--- src/rtl/ftoi_arb_pkg.sv ---
// Shared types and helpers for the ftoi arbiter slice.
package ftoi_arb_pkg;

    localparam int unsigned LATENCY_FTOI = 2;
    localparam int unsigned N_REQ_DEF    = 4;
    localparam int unsigned ID_W_DEF     = $clog2(N_REQ_DEF);

    typedef struct packed {
        logic                v;
        logic [ID_W_DEF-1:0] id;
    } tag_t;

    typedef struct packed {
        logic [ID_W_DEF-1:0] id;
        logic [31:0]         data;
    } resp_t;

    typedef struct packed {
        logic                found;
        logic [ID_W_DEF-1:0] id;
    } pick_t;

    // Rotate so ptr is bit 0, take the lowest set bit, rotate the index back.
    function automatic pick_t rr_pick(input logic [N_REQ_DEF-1:0] req,
                                      input logic [ID_W_DEF-1:0]  ptr);
        logic [N_REQ_DEF-1:0] rot;
        int unsigned          off;
        pick_t                p;
        rot = '0;
        off = 0;
        p   = '0;
        for (int unsigned i = 0; i < N_REQ_DEF; i++)
            rot[ID_W_DEF'(i)] = req[ID_W_DEF'((i + 32'(ptr)) % N_REQ_DEF)];
        for (int unsigned i = 0; i < N_REQ_DEF; i++) begin
            if (rot[ID_W_DEF'(i)] && !p.found) begin
                p.found = 1'b1;
                off     = i;
            end
        end
        p.id = ID_W_DEF'((off + 32'(ptr)) % N_REQ_DEF);
        return p;
    endfunction

endpackage

--- src/rtl/ftoi_arb_cvt.sv ---
// Two-stage float32 -> int32 converter, round half away from zero, saturating.
module ftoi_arb_cvt (
    input  logic        clk,
    input  logic        reset,
    input  logic [31:0] op,
    output logic [31:0] res
);

    logic [31:0] op_q;

    function automatic logic [31:0] f2i(input logic [31:0] f);
        logic        s;
        logic [7:0]  e;
        logic [23:0] x;
        logic [31:0] mag;
        logic [4:0]  sh;
        logic [31:0] r;
        s   = f[31];
        e   = f[30:23];
        x   = {1'b1, f[22:0]};
        mag = '0;
        sh  = '0;
        if (e >= 8'd158) begin
            r = s ? 32'h8000_0000 : 32'h7FFF_FFFF;
        end else begin
            if (e < 8'd126) begin
                mag = '0;
            end else if (e >= 8'd150) begin
                mag = {8'b0, x} << (e - 8'd150);
            end else begin
                sh  = 5'(8'd150 - e);
                mag = ({8'b0, x} >> sh) + 32'(x[sh - 5'd1]);
            end
            r = s ? (~mag + 32'd1) : mag;
        end
        return r;
    endfunction

    always_ff @(posedge clk or negedge reset) begin
        if (!reset) begin
            op_q <= '0;
            res  <= '0;
        end else begin
            op_q <= op;
            res  <= f2i(op_q);
        end
    end

endmodule

--- src/rtl/ftoi_arb_fifo.sv ---
// Synchronous result FIFO with occupancy count; head reads as zero when empty.
module ftoi_arb_fifo #(
    parameter int unsigned DEPTH = 4,
    parameter int unsigned W     = 34,
    parameter int unsigned CNT_W = $clog2(DEPTH + 1)
) (
    input  logic             clk,
    input  logic             reset,
    input  logic             push,
    input  logic [W-1:0]     push_data,
    input  logic             pop,
    output logic [W-1:0]     pop_data,
    output logic             empty,
    output logic [CNT_W-1:0] count
);

    localparam int unsigned PTR_W = (DEPTH > 1) ? $clog2(DEPTH) : 1;

    logic [W-1:0]     mem [DEPTH];
    logic [PTR_W-1:0] wr_ptr;
    logic [PTR_W-1:0] rd_ptr;
    logic             full;
    logic             do_pop;

    assign empty    = (count == '0);
    assign full     = (count == CNT_W'(DEPTH));
    assign do_pop   = pop & ~empty;
    assign pop_data = empty ? '0 : mem[rd_ptr];

    always_ff @(posedge clk) begin
        if (push) mem[wr_ptr] <= push_data;
    end

    always_ff @(posedge clk or negedge reset) begin
        if (!reset) begin
            wr_ptr <= '0;
            rd_ptr <= '0;
            count  <= '0;
        end else begin
            if (push)
                wr_ptr <= (wr_ptr == PTR_W'(DEPTH - 1)) ? '0 : wr_ptr + PTR_W'(1);
            if (do_pop)
                rd_ptr <= (rd_ptr == PTR_W'(DEPTH - 1)) ? '0 : rd_ptr + PTR_W'(1);
            case ({push, do_pop})
                2'b10:   count <= count + CNT_W'(1);
                2'b01:   count <= count - CNT_W'(1);
                default: count <= count;
            endcase
        end
    end

    // Upstream credits must make a push into a full FIFO without a pop impossible.
    assert property (@(posedge clk) disable iff (!reset) !(push && full && !pop));

endmodule

--- src/rtl/ftoi_arbiter.sv ---
// Shares one ftoi converter among N_REQ requesters with credit-based result buffering.
// FTOI_ARB_FIXED_PRIO_EN selects fixed lowest-index priority instead of round-robin.
module ftoi_arbiter
    import ftoi_arb_pkg::*;
#(
    parameter int unsigned N_REQ      = N_REQ_DEF,
    parameter int unsigned LATENCY    = LATENCY_FTOI,
    parameter int unsigned FIFO_DEPTH = 4,
    parameter int unsigned ID_W       = ID_W_DEF
) (
    input  logic              clk,
    input  logic              reset,
    input  logic [N_REQ-1:0]  req_valid,
    input  logic [32*N_REQ-1:0] req_op,
    output logic [N_REQ-1:0]  req_ready,
    output logic              resp_valid,
    output logic [31:0]       resp_data,
    output logic [ID_W-1:0]   resp_id,
    input  logic              resp_ready,
    output logic              busy
);

    localparam int unsigned CNT_W = $clog2(FIFO_DEPTH + 1);
    localparam int unsigned OCC_W = $clog2(FIFO_DEPTH + LATENCY + 1);

    tag_t              tag_q [LATENCY];
    logic [OCC_W-1:0]  inflight;
    logic [CNT_W-1:0]  fifo_count;
    logic              fifo_empty;
    logic              credit_ok;
    logic              issue;
    logic [ID_W-1:0]   grant_id;
    logic [31:0]       cvt_op;
    logic [31:0]       cvt_res;
    logic [31:0]       op_arr [N_REQ];
    pick_t             pick;
    resp_t             push_entry;
    resp_t             head;

    for (genvar g = 0; g < N_REQ; g++) begin : g_op
        assign op_arr[g] = req_op[32*g +: 32];
    end

    always_comb begin
        inflight = '0;
        for (int unsigned i = 0; i < LATENCY; i++)
            inflight = inflight + OCC_W'(tag_q[i].v);
    end

    // Every issued op owns a FIFO slot, so the converter never has to stall.
    assign credit_ok = (inflight + OCC_W'(fifo_count)) < OCC_W'(FIFO_DEPTH);

`ifndef FTOI_ARB_FIXED_PRIO_EN
    logic [ID_W-1:0] rr_ptr;

    always_ff @(posedge clk or negedge reset) begin
        if (!reset)     rr_ptr <= '0;
        else if (issue) rr_ptr <= ID_W'((32'(grant_id) + 32'd1) % N_REQ);
    end
`endif

    always_comb begin
        req_ready = '0;
        issue     = 1'b0;
        grant_id  = '0;
        cvt_op    = '0;
`ifdef FTOI_ARB_FIXED_PRIO_EN
        pick = '0;
        for (int unsigned i = 0; i < N_REQ; i++) begin
            if (req_valid[ID_W'(i)] && !pick.found) begin
                pick.found = 1'b1;
                pick.id    = ID_W'(i);
            end
        end
`else
        pick = rr_pick(req_valid, rr_ptr);
`endif
        if (pick.found && credit_ok && reset) begin
            issue               = 1'b1;
            grant_id            = pick.id;
            req_ready[pick.id]  = 1'b1;
            cvt_op              = op_arr[pick.id];
        end
    end

    // Tag pipe mirrors the converter latency so results pair with their requester.
    always_ff @(posedge clk or negedge reset) begin
        if (!reset) begin
            for (int unsigned i = 0; i < LATENCY; i++) tag_q[i] <= '0;
        end else begin
            tag_q[0] <= '{v: issue, id: grant_id};
            for (int unsigned i = 1; i < LATENCY; i++) tag_q[i] <= tag_q[i-1];
        end
    end

    ftoi_arb_cvt u_cvt (
        .clk   (clk),
        .reset (reset),
        .op    (cvt_op),
        .res   (cvt_res)
    );

    assign push_entry = '{id: tag_q[LATENCY-1].id, data: cvt_res};

    ftoi_arb_fifo #(
        .DEPTH (FIFO_DEPTH),
        .W     ($bits(resp_t)),
        .CNT_W (CNT_W)
    ) u_fifo (
        .clk       (clk),
        .reset     (reset),
        .push      (tag_q[LATENCY-1].v),
        .push_data (push_entry),
        .pop       (resp_valid & resp_ready),
        .pop_data  (head),
        .empty     (fifo_empty),
        .count     (fifo_count)
    );

    assign resp_valid = ~fifo_empty;
    assign resp_data  = head.data;
    assign resp_id    = head.id;
    assign busy       = (inflight != '0) | ~fifo_empty;

endmodule
--- config.mk ---
export PLATFORM = sky130hd
export DESIGN_NAME = ftoi_arbiter
export DESIGN_NICKNAME = d
export VERILOG_FILES = /design/src/rtl/ftoi_arb_pkg.sv /design/src/rtl/ftoi_arb_cvt.sv /design/src/rtl/ftoi_arb_fifo.sv /design/src/rtl/ftoi_arbiter.sv
export SDC_FILE = /design/constraint.sdc
export NUM_CORES = 1
export LEC_CHECK = 0
export CAP_MARGIN = 20
export CORE_MARGIN = 8
export CORE_UTILIZATION = 50
export CTS_CLUSTER_DIAMETER = 50
export DETAILED_ROUTE_END_ITERATION = 7
export PLACE_DENSITY_LB_ADDON = 0.3
export SYNTH_ARGS = -nofsm -noshare
export SYNTH_HDL_FRONTEND = slang
export SYNTH_SLANG_ARGS = --single-unit
--- constraint.sdc ---
create_clock -name clk -period 7.6 [get_ports clk]
set_clock_uncertainty 0.2 [all_clocks]
set_input_delay 1.52 -clock clk [delete_from_list [all_inputs] [get_ports clk]]
set_output_delay 1.52 -clock clk [all_outputs]
set_load 0.02 [all_outputs]
-- Word level (Yosys, flattened, before mapping)
Memories as Yosys holds them, arrays and structs flattened.
Index checks and enable logic that the tools add are counted.
- output and inout port bits: 40
- bits in writable memories: 136
- input bits: 135
- flip-flop bits (word level): 79
- word-level logic and storage cells: 101
- memories kept: 1
- shifts and indexed selects: 2
- bitwise logic cells: 6
- reductions and logical operators: 12
- add/subtract/negate cells: 16
- equal/unequal tests: 4
- $lt $le $gt $ge: 12
- mux-type cells: 38
- memories (memory ; words ; width ; read ports ; clocked after memory_dff ; wr ports ; RTL line ; text):
    u_fifo.mem ; 4 ; 34 ; 1 ; 0 ; 1 ; ftoi_arb_fifo.sv:19 ; logic [W-1:0] mem [DEPTH];
- operators by type and width (operator ; count):
    32-bit two-way mux ; 9
    32-bit binary-select mux with 2-bit select ; 1
    34-bit two-way mux ; 1
    32-bit by 1-bit adder with 32-bit output ; 1
    32-bit by 1-bit adder with 32-bit output, second input constant ; 1
    32-bit NOT ; 1
    24-bit by 8-bit left shift with 32-bit output ; 1
    24-bit by 5-bit right shift with 32-bit output ; 1
    8-bit >= comparator, second input constant ; 2
    2-bit by 3-bit less-than comparator with 1-bit output, second input constant ; 5
    1-bit two-way mux ; 14
    2-bit two-way mux ; 5
    1-bit binary-select mux with 2-bit select ; 4
    8-bit by 7-bit less-than comparator with 1-bit output, second input constant ; 1
    8-bit subtractor, second input constant ; 1
    2-bit by 1-bit adder with 2-bit output, second input constant ; 3
    2-bit equality test, second input constant ; 3
    1-bit logical AND ; 6
    5-bit by 6-bit less-than comparator with 1-bit output, second input constant ; 1
    3-bit one-hot mux with 2 select lines ; 1
    1-bit binary-select mux with 5-bit select ; 1
    5-bit by 1-bit subtractor with 5-bit output, second input constant ; 1
    5-bit subtractor, first input constant ; 1
    2-bit adder, first input constant ; 2
    other kinds (20) ; 23

-- Longest topological paths before layout
Gate-level depths: netlist of run 1.
- word-level depth: 18
- mapped depth: 27

-- Cells and area by module
A second synthesis of run 1 with hierarchy kept.
- cells, all modules: 1437
- area total of the unflattened synthesis: 15314.7 sq um
- modules (own cells, without submodules) (module ; area an instance (sq um) ; cells each ; instances ; seq. area each (sq um)):
    ftoi_arb_cvt ; 7503.4 ; 865 ; 1 ; 1601.5
    ftoi_arb_fifo ; 5565.3 ; 253 ; 1 ; 4259.1
    ftoi_arbiter ; 2245.9 ; 319 ; 1 ; 200.2

-- Least setup slack after synthesis of run 1
Ideal clock, no wire load.
- kind: reg2reg
- start: register u_cvt.op_q[23]
- end: register u_cvt.res[25]
- setup time: 0.131 ns
- stages on the path, launching flop included: 27
- data arrival time: 6.423 ns
- slack: 0.845 ns
- cells stage by stage: dfrtp_1 -> clkinv_1 -> buf_1 -> ha_1 -> buf_2 -> buf_2 -> buf_2 -> buf_1 -> nor3_1 -> xnor2_1 -> mux4_2 -> mux4_2 -> nand2_1 -> o21ai_0 -> ha_1 -> ha_1 -> o31a_1 -> or4b_1 -> buf_2 -> or4b_4 -> or4_1 -> nand3_2 -> and3_1 -> and4bb_1 -> buf_4 -> a31oi_1 -> or3_1
- longest elaborated chain between the ends: 12
- elaborated cells on any way between the ends: 18
- RTL lines (what ; RTL line ; text):
    from (decl) ; ftoi_arb_cvt.sv:9 ; logic [31:0] op_q;
    from (signal assigned) ; ftoi_arb_cvt.sv:44 ; op_q <= op;
    5-bit subtractor ; ftoi_arb_cvt.sv:31 ; sh = 5'(8'd150 - e);
    5-bit by 1-bit subtractor with 5-bit output ; ftoi_arb_cvt.sv:32 ; mag = ({8'b0, x} >> sh) + 32'(x[sh - 5'd1]);
    1-bit binary-select mux with 5-bit select ; ftoi_arb_cvt.sv:32 ;
    1-bit two-way mux (not written as such) ; ftoi_arb_cvt.sv:32 ;
    32-bit by 1-bit adder with 32-bit output ; ftoi_arb_cvt.sv:32 ;
    32-bit two-way mux ; ftoi_arb_cvt.sv:28 ; end else if (e >= 8'd150) begin
    32-bit two-way mux ; ftoi_arb_cvt.sv:26 ; if (e < 8'd126) begin
    32-bit two-way mux ; ftoi_arb_cvt.sv:23 ; if (e >= 8'd158) begin
    32-bit NOT ; ftoi_arb_cvt.sv:34 ; r = s ? (~mag + 32'd1) : mag;
    32-bit by 1-bit adder with 32-bit output ; ftoi_arb_cvt.sv:34 ;
    32-bit two-way mux ; ftoi_arb_cvt.sv:34 ;
    32-bit two-way mux (*) ; ftoi_arb_cvt.sv:23 ;
    to (signal assigned) ; ftoi_arb_cvt.sv:45 ; res <= f2i(op_q);
    to (decl) ; ftoi_arb_cvt.sv:6 ; output logic [31:0] res
Mark *: on every way between the ends. The rest lies on a longest branch, timed or not. The select of a mux whose other input is x is not followed.
A chain may end at the register's enable or synchronous reset.

-- Worst setup path after layout of run 1
- start: register u_cvt.op_q[25]
- end: register u_cvt.res[31]
The elaborated chain is that of the path after synthesis.

==> results of run 1 <==
[how the worst max path moves through the flow]
stage	startpoint	endpoint	slack (ps)	depth (start not counted)
floorplan	u_cvt.op_q[23]	u_cvt.res[25]	850	26
global placement	u_cvt.op_q[25]	u_cvt.res[25]	1290	19
detailed placement	u_cvt.op_q[25]	u_cvt.res[31]	1050	20
CTS	u_cvt.op_q[25]	u_cvt.res[31]	1020	20
global route	u_cvt.op_q[25]	u_cvt.res[17]	560	18
finish	u_cvt.op_q[25]	u_cvt.res[31]	960	20
[cell families (layout without fill, tap and decap cells)]
| kind of cell | Yosys count | after routing | synth area share |
|---|---|---|---|
| flops | 215 | 215 | 0.4293 |
| simple gates | 445 | 445 | 0.1672 |
| xor+xnor | 30 | 30 | 0.01914 |
| compound gates | 263 | 263 | 0.1284 |
| buf+inv | 114 | 275 | 0.03368 |
| mux | 174 | 174 | 0.2058 |
| fa+ha+maj | 18 | 18 | 0.01648 |
[through the flow]
stage | util | hold WS (ps) | instance area [sq um]
floorplan | - | 131.2 | 14120
global placement | 0.5842 | 135.9 | 16230
global route | 0.6112 | 158.2 | 16980
detailed placement | 0.5842 | 135.5 | 16230
finish | 0.6112 | 145.8 | 16980
CTS | 0.6112 | 145.0 | 16980
[cells in the final DEF (no fill, tap or decap), types with 8 or more instances in the layout]
master           count
clkdlybuf4s50_1    173
nor3_1              34
inv_1               22
o21ai_0             59
ha_1                15
and2_1              79
a21oi_1             47
and3_1              12
edfxtp_1           136
o22ai_1             11
or3_1               10
nand4_1             26
and4_1               9
o211ai_1            17
clkbuf_16           23
nor4_1              10
a211oi_1            10
mux4_2              89
mux2_2              27
dfrtp_1             76
nor2_1              71
xnor2_1             20
a22oi_1              8
nand3_1             33
nand2_1            109
a21o_1              11
mux2i_1             57
a31oi_1             13
buf_4               34
[layer usage]
metal / part of all wire / global-route usage
met1: 0.40 / 0.2912
met2: 0.49 / 0.3977
met3: 0.065 / 0.03755
met4: 0.038 / 0.08874
met5: 0 / 0
[sequential cells by signal, indices dropped and copies added, names as in the netlist]
name and flops:
u_fifo.mem 136, u_cvt.op_q 32, u_cvt.res 32, tag_q 4, u_fifo.count 3, push_entry 2, rr_ptr 2, u_fifo.rd_ptr 2
u_fifo.wr_ptr 2
[final cells by class]
| type | count | area share |
|---|---|---|
| clock inverters | 12 | 0.005085 |
| repair buffers | 207 | 0.1170 |
| multi-input cells | 930 | 0.4481 |
| flip-flops and latches | 215 | 0.3572 |
| well taps | 378 | 0.02786 |
| clock buffers | 30 | 0.03898 |
| inverters | 26 | 0.005748 |
[power by group]
group          internal, mW  switching, mW  leakage, nW
sequential             1.59          0.361         2.33
clock                 0.620          0.450        0.376
combinational          2.21           2.75         3.50
[critical path, cell delays in order, from the launching register on]
cell and delay, ps:
dfrtp_1 560, ha_1 360, nor2b_1 300, nor3_1 70, buf_4 200, nor2_1 470, nand3_1 290, xnor2_1 200
o21ai_0 270, ha_1 310, ha_1 280, o31a_1 160, or4b_1 580, or4b_4 560, or4_1 500, nand3_2 120
and3_1 210, and4bb_1 370, buf_4 200, a41oi_1 140, xnor2_1 160
==> flow_summary.json, run 1 <==
{
  "status": "finished, final reports clean",
  "grt_max_degree": 57,
  "crit_path_max_fanout": 14,
  "netlist_area_sq_um": 14120,
  "post-route-period-util": 0.8737,
  "dp_hpwl_microns": 29940,
  "cts_sinks": 215,
  "r2r_start": "u_cvt.op_q[25]",
  "ir_drop_mv": 0.2577,
  "num_io_pins": 175,
  "arrival_ps": 6830,
  "drtIter0Drc": 821,
  "synth_edf_count": 136,
  "slew_headroom": 0.3433,
  "avgSynthCellArea_sq_um": 11.21,
  "routed_wl_microns": 39630,
  "ys_types": 88,
  "cts_tree": "done",
  "maxCapViolCount": 0,
  "instances_no_fill": 1798,
  "n_antenna_cell": 0,
  "ys.flop_type": "edfxtp_1",
  "core_sq_um": 27780,
  "powerDensity_nw_per_um2": 469.6,
  "reg2regPathDepth": 20,
  "grt.overflow.total": 0,
  "wl_per_cell_microns": 22.04,
  "final_nets": 1556,
  "synth_most_common_cell": "edfxtp_1",
  "htree_levels": 1,
  "ant_nets": 0,
  "synth_common_cells": "136 x edfxtp_1, 109 x nand2_1, 89 x mux4_2, 79 x and2_1, 79 x dfrtp_1",
  "syn_nets": 1412,
  "tightest_slew_ps": 978.0,
  "drv_slew": 0,
  "yosysTopAreaCellShare": 0.2893,
  "rr_endpoint": "u_cvt.res[31]",
  "grt_pass1_wl_microns": 62560,
  "cts_root_buffer": "clkbuf_16",
  "gp_congestion": 0.9717,
  "timing.fmax_ghz": 0.1506,
  "setup-tns-final_ps": 0,
  "vias": 11220,
  "rows": 61,
  "final_hold_viol_count": 0,
  "setup_slack_ps": 960.0,
  "ys_ff_latch": 215,
  "drive_gt1_frac": 0.1592,
  "cp_data_required_time_ps": 7790,
  "post-place-ws_ps": 1053,
  "post_cts_buffers": 0,
  "multi_input_area_sq_um": 7609,
  "hold_class": "reg -> reg",
  "post_cts_resized": 0,
  "rsz0062_at_grt": "false",
  "min_to": "push_entry[32]",
  "antenna_found_initial": 0,
  "drtPass1Iterations": 5,
  "die_y_microns": 184.0,
  "regToRegSetupSlack_ps": 960,
  "critPathCaptureType": "flip-flop",
  "die_area_sq_um": 33870,
  "n_fill_cell": 2259,
  "cts_made_buffers": 23,
  "hold_start": "tag_q[3]",
  "ys_top_cells_by_area": "edfxtp_1 29%, mux4_2 14%, dfrtp_1 14%",
  "yosys_warnings": 0,
  "setup.worst_path.start_class": "flip-flop",
  "cts.path.max_buffers": 3,
  "seqCellArea_sq_um": 6065,
  "vias_per_cell": 6.240,
  "period_needed_ps": 6640,
  "synth-async-reset-ratio": 0.3674,
  "clkTransAtPathRegs_ps": 60,
  "hold_depth": 0,
  "synthCells": 1259,
  "grt_pass1_vias": 11190,
  "synth_area_leader_cell": "edfxtp_1",
  "finalSetupViolCount": 0,
  "io_buffers": 174,
  "grtUsageTotal": 0.2320,
  "area_delta_synth_final_pct": 20.26,
  "start_util": 0.5082,
  "ctsHoldBuffers": 0,
  "yosysSeqAreaShare": 0.4293,
  "place_inst": 1756,
  "drc": 0,
  "critPathKind": "reg -> reg",
  "power.leakage_nw": 6.204,
  "die_w_microns": 184.0,
  "power_mw": 7.973,
  "clk_latency_ps": 510
}
(Power assumes the default switching activity.)
==> run 2, diff against run 1 <==
==> constraint.sdc (replaced) <==
create_clock -name clk -period 7.6 [get_ports clk]
set_clock_uncertainty 0.2 [all_clocks]
set_input_delay 1.52 -clock clk [delete_from_list [all_inputs] [get_ports clk]]
set_output_delay 1.52 -clock clk [all_outputs]
set_load 0.05 [all_outputs]
==> flow_summary.json, run 2 (same netlist as run 1, synthesis figures left out) <==
{
  "n_fill_cell": 2257,
  "power.leakage_nw": 6.236,
  "hold_depth": 0,
  "ant_nets": 0,
  "power_switching_mw": 3.917,
  "status": "finished, final reports clean",
  "dp_hpwl_microns": 30120,
  "gp_congestion": 0.9355,
  "clk_latency_ps": 540,
  "top_register": "u_fifo.mem",
  "drc": 0,
  "grt-busiest-layer": "met2",
  "grtUsageTotal": 0.2325,
  "grt_pass1_wl_microns": 62990,
  "drtIter0Drc": 1011,
  "post_dp_cell_area_sq_um": 16250,
  "final_cell_mix": "173 x clkdlybuf4s50_1, 136 x edfxtp_1, 109 x nand2_1, 89 x mux4_2, 79 x and2_1",
  "period_needed_ps": 6677,
  "core_sq_um": 27780,
  "cts_tree": "done",
  "powerDensity_nw_per_um2": 491.3,
  "top_regs": "u_fifo.mem (136), u_cvt.op_q (32), u_cvt.res (32)",
  "start_util": 0.5082,
  "r2r_start": "u_cvt.op_q[24]",
  "vias": 11250,
  "final_nets": 1559,
  "final_hold_viol_count": 0,
  "grt_pass1_vias": 11360,
  "die_area_sq_um": 33870,
  "num_io_pins": 175,
  "post-place-ws_ps": 985.9,
  "min_to": "push_entry[32]",
  "ir_drop_mv": 0.2331,
  "instances_no_fill": 1801,
  "regToRegSetupSlack_ps": 920,
  "wl_per_cell_microns": 21.92,
  "crit_path_max_fanout": 31,
  "grt.overflow.total": 0,
  "p_seq_frac": 0.234,
  "clkTransAtPathRegs_ps": 60,
  "rows": 61,
  "largest_reg_flops": 136,
  "whs_ps": 150.4,
  "vias_per_cell": 6.245,
  "hold_class": "reg -> reg",
  "die_y_microns": 184.0,
  "netSwitchingFraction": 0.4676,
  "timing.fmax_ghz": 0.1498,
  "cts_root_buffer": "clkbuf_16",
  "p_int_mw": 4.459,
  "maxCapViolCount": 0,
  "cts.path.max_buffers": 3,
  "tightest_slew_ps": 937.3,
  "multi_input_area_sq_um": 7609,
  "hold_start": "tag_q[3]",
  "grt_util_met1": 0.2937,
  "finalInstanceArea_sq_um": 17050,
  "drive_gt1_frac": 0.1609,
  "post_cts_buffers": 0,
  "post-route-period-util": 0.8785,
  "rsz0062_at_grt": "false",
  "ctsHoldBuffers": 0,
  "combPwrFrac": 0.629,
  "post_cts_resized": 0,
  "critPathKind": "reg -> reg",
  "finalSetupViolCount": 0,
  "reg2regPathDepth": 19,
  "htree_levels": 1,
  "drtPass1Iterations": 6,
  "antenna_found_initial": 0,
  "setup_slack_ps": 923.0,
  "power_mw": 8.376,
  "use_met2": 0.3985,
  "clock_power_share": 0.137,
  "n_antenna_cell": 0,
  "place_inst": 1758,
  "arrival_ps": 6890,
  "die_w_microns": 184.0,
  "seqCellArea_sq_um": 6065,
  "cp_data_required_time_ps": 7820,
  "drv_slew": 0,
  "cts_sinks": 215,
  "setup.worst_path.start_class": "flip-flop",
  "grt_use_met3": 0.03972,
  "routed_wl_microns": 39480,
  "rr_endpoint": "u_cvt.res[25]",
  "grt_max_degree": 59,
  "slew_headroom": 0.3751,
  "area_delta_synth_final_pct": 20.76,
  "io_buffers": 174,
  "final_common_cell": "clkdlybuf4s50_1",
  "setup-tns-final_ps": 0,
  "critPathCaptureType": "flip-flop",
  "cts_made_buffers": 24,
  "utilization": 0.6137
}
[run 2: changes by cell type in the layout (fill, tap and decap cells not counted)]
cell,before,now
bufinv_16,0,1
clkinv_2,5,4
clkinv_8,1,3
clkbuf_16,23,24
clkinv_1,4,2
clkbuf_8,6,4
buf_4,34,36
inv_6,1,2
clkbuf_1,1,3
clkinv_4,2,1
[run 2: critical path, cell delays in order, from the launching register on]
cell	delay (ps)
dfrtp_1	460
buf_4	290
ha_2	820
mux2i_1	270
mux4_2	550
nand2_1	90
o21ai_0	80
o22ai_1	190
ha_1	280
ha_1	280
o31a_1	160
or4b_1	580
nor4_1	610
nand3_1	190
a31o_1	260
and3_1	220
and4bb_1	310
buf_4	200
and4_1	180
or3_1	340
[run 2: worst max path at each step]
stage	from	endpoint	slack [ps]	cells after the start
global placement	u_cvt.op_q[24]	u_cvt.res[25]	1180	18
CTS	u_cvt.op_q[24]	u_cvt.res[25]	990	19
global route	u_cvt.op_q[24]	u_cvt.res[31]	520	19
detailed placement	u_cvt.op_q[24]	u_cvt.res[25]	990	19
finish	u_cvt.op_q[24]	u_cvt.res[25]	920	19
floorplan	u_cvt.op_q[23]	u_cvt.res[25]	850	26
[run 2: power by group through the flow]
stage	sequential [mW]	combinational [mW]	clock, mW
detailed placement	1.98	5.23	0
global placement	1.96	5.20	0
global route	1.99	5.67	1.22
CTS	1.95	5.25	1.16
floorplan	1.75	4.02	0
finish	1.96	5.27	1.15
[run 2: area by class of cell]
type | instances | share of cell area
clock buffer | 31 | 0.03912
sequential | 215 | 0.3557
tap | 378 | 0.02774
inverter | 26 | 0.005724
timing repair buffer | 209 | 0.1174
clock inverter | 12 | 0.007999
multi-input combinational | 930 | 0.4463
[run 2: per-layer routing]
layer  vias up  wire length [microns]
li1       5188                      -
met1      5504                  16160
met2       459                  19290
met3        96                   2664
met4         0                   1363
met5         -                      0
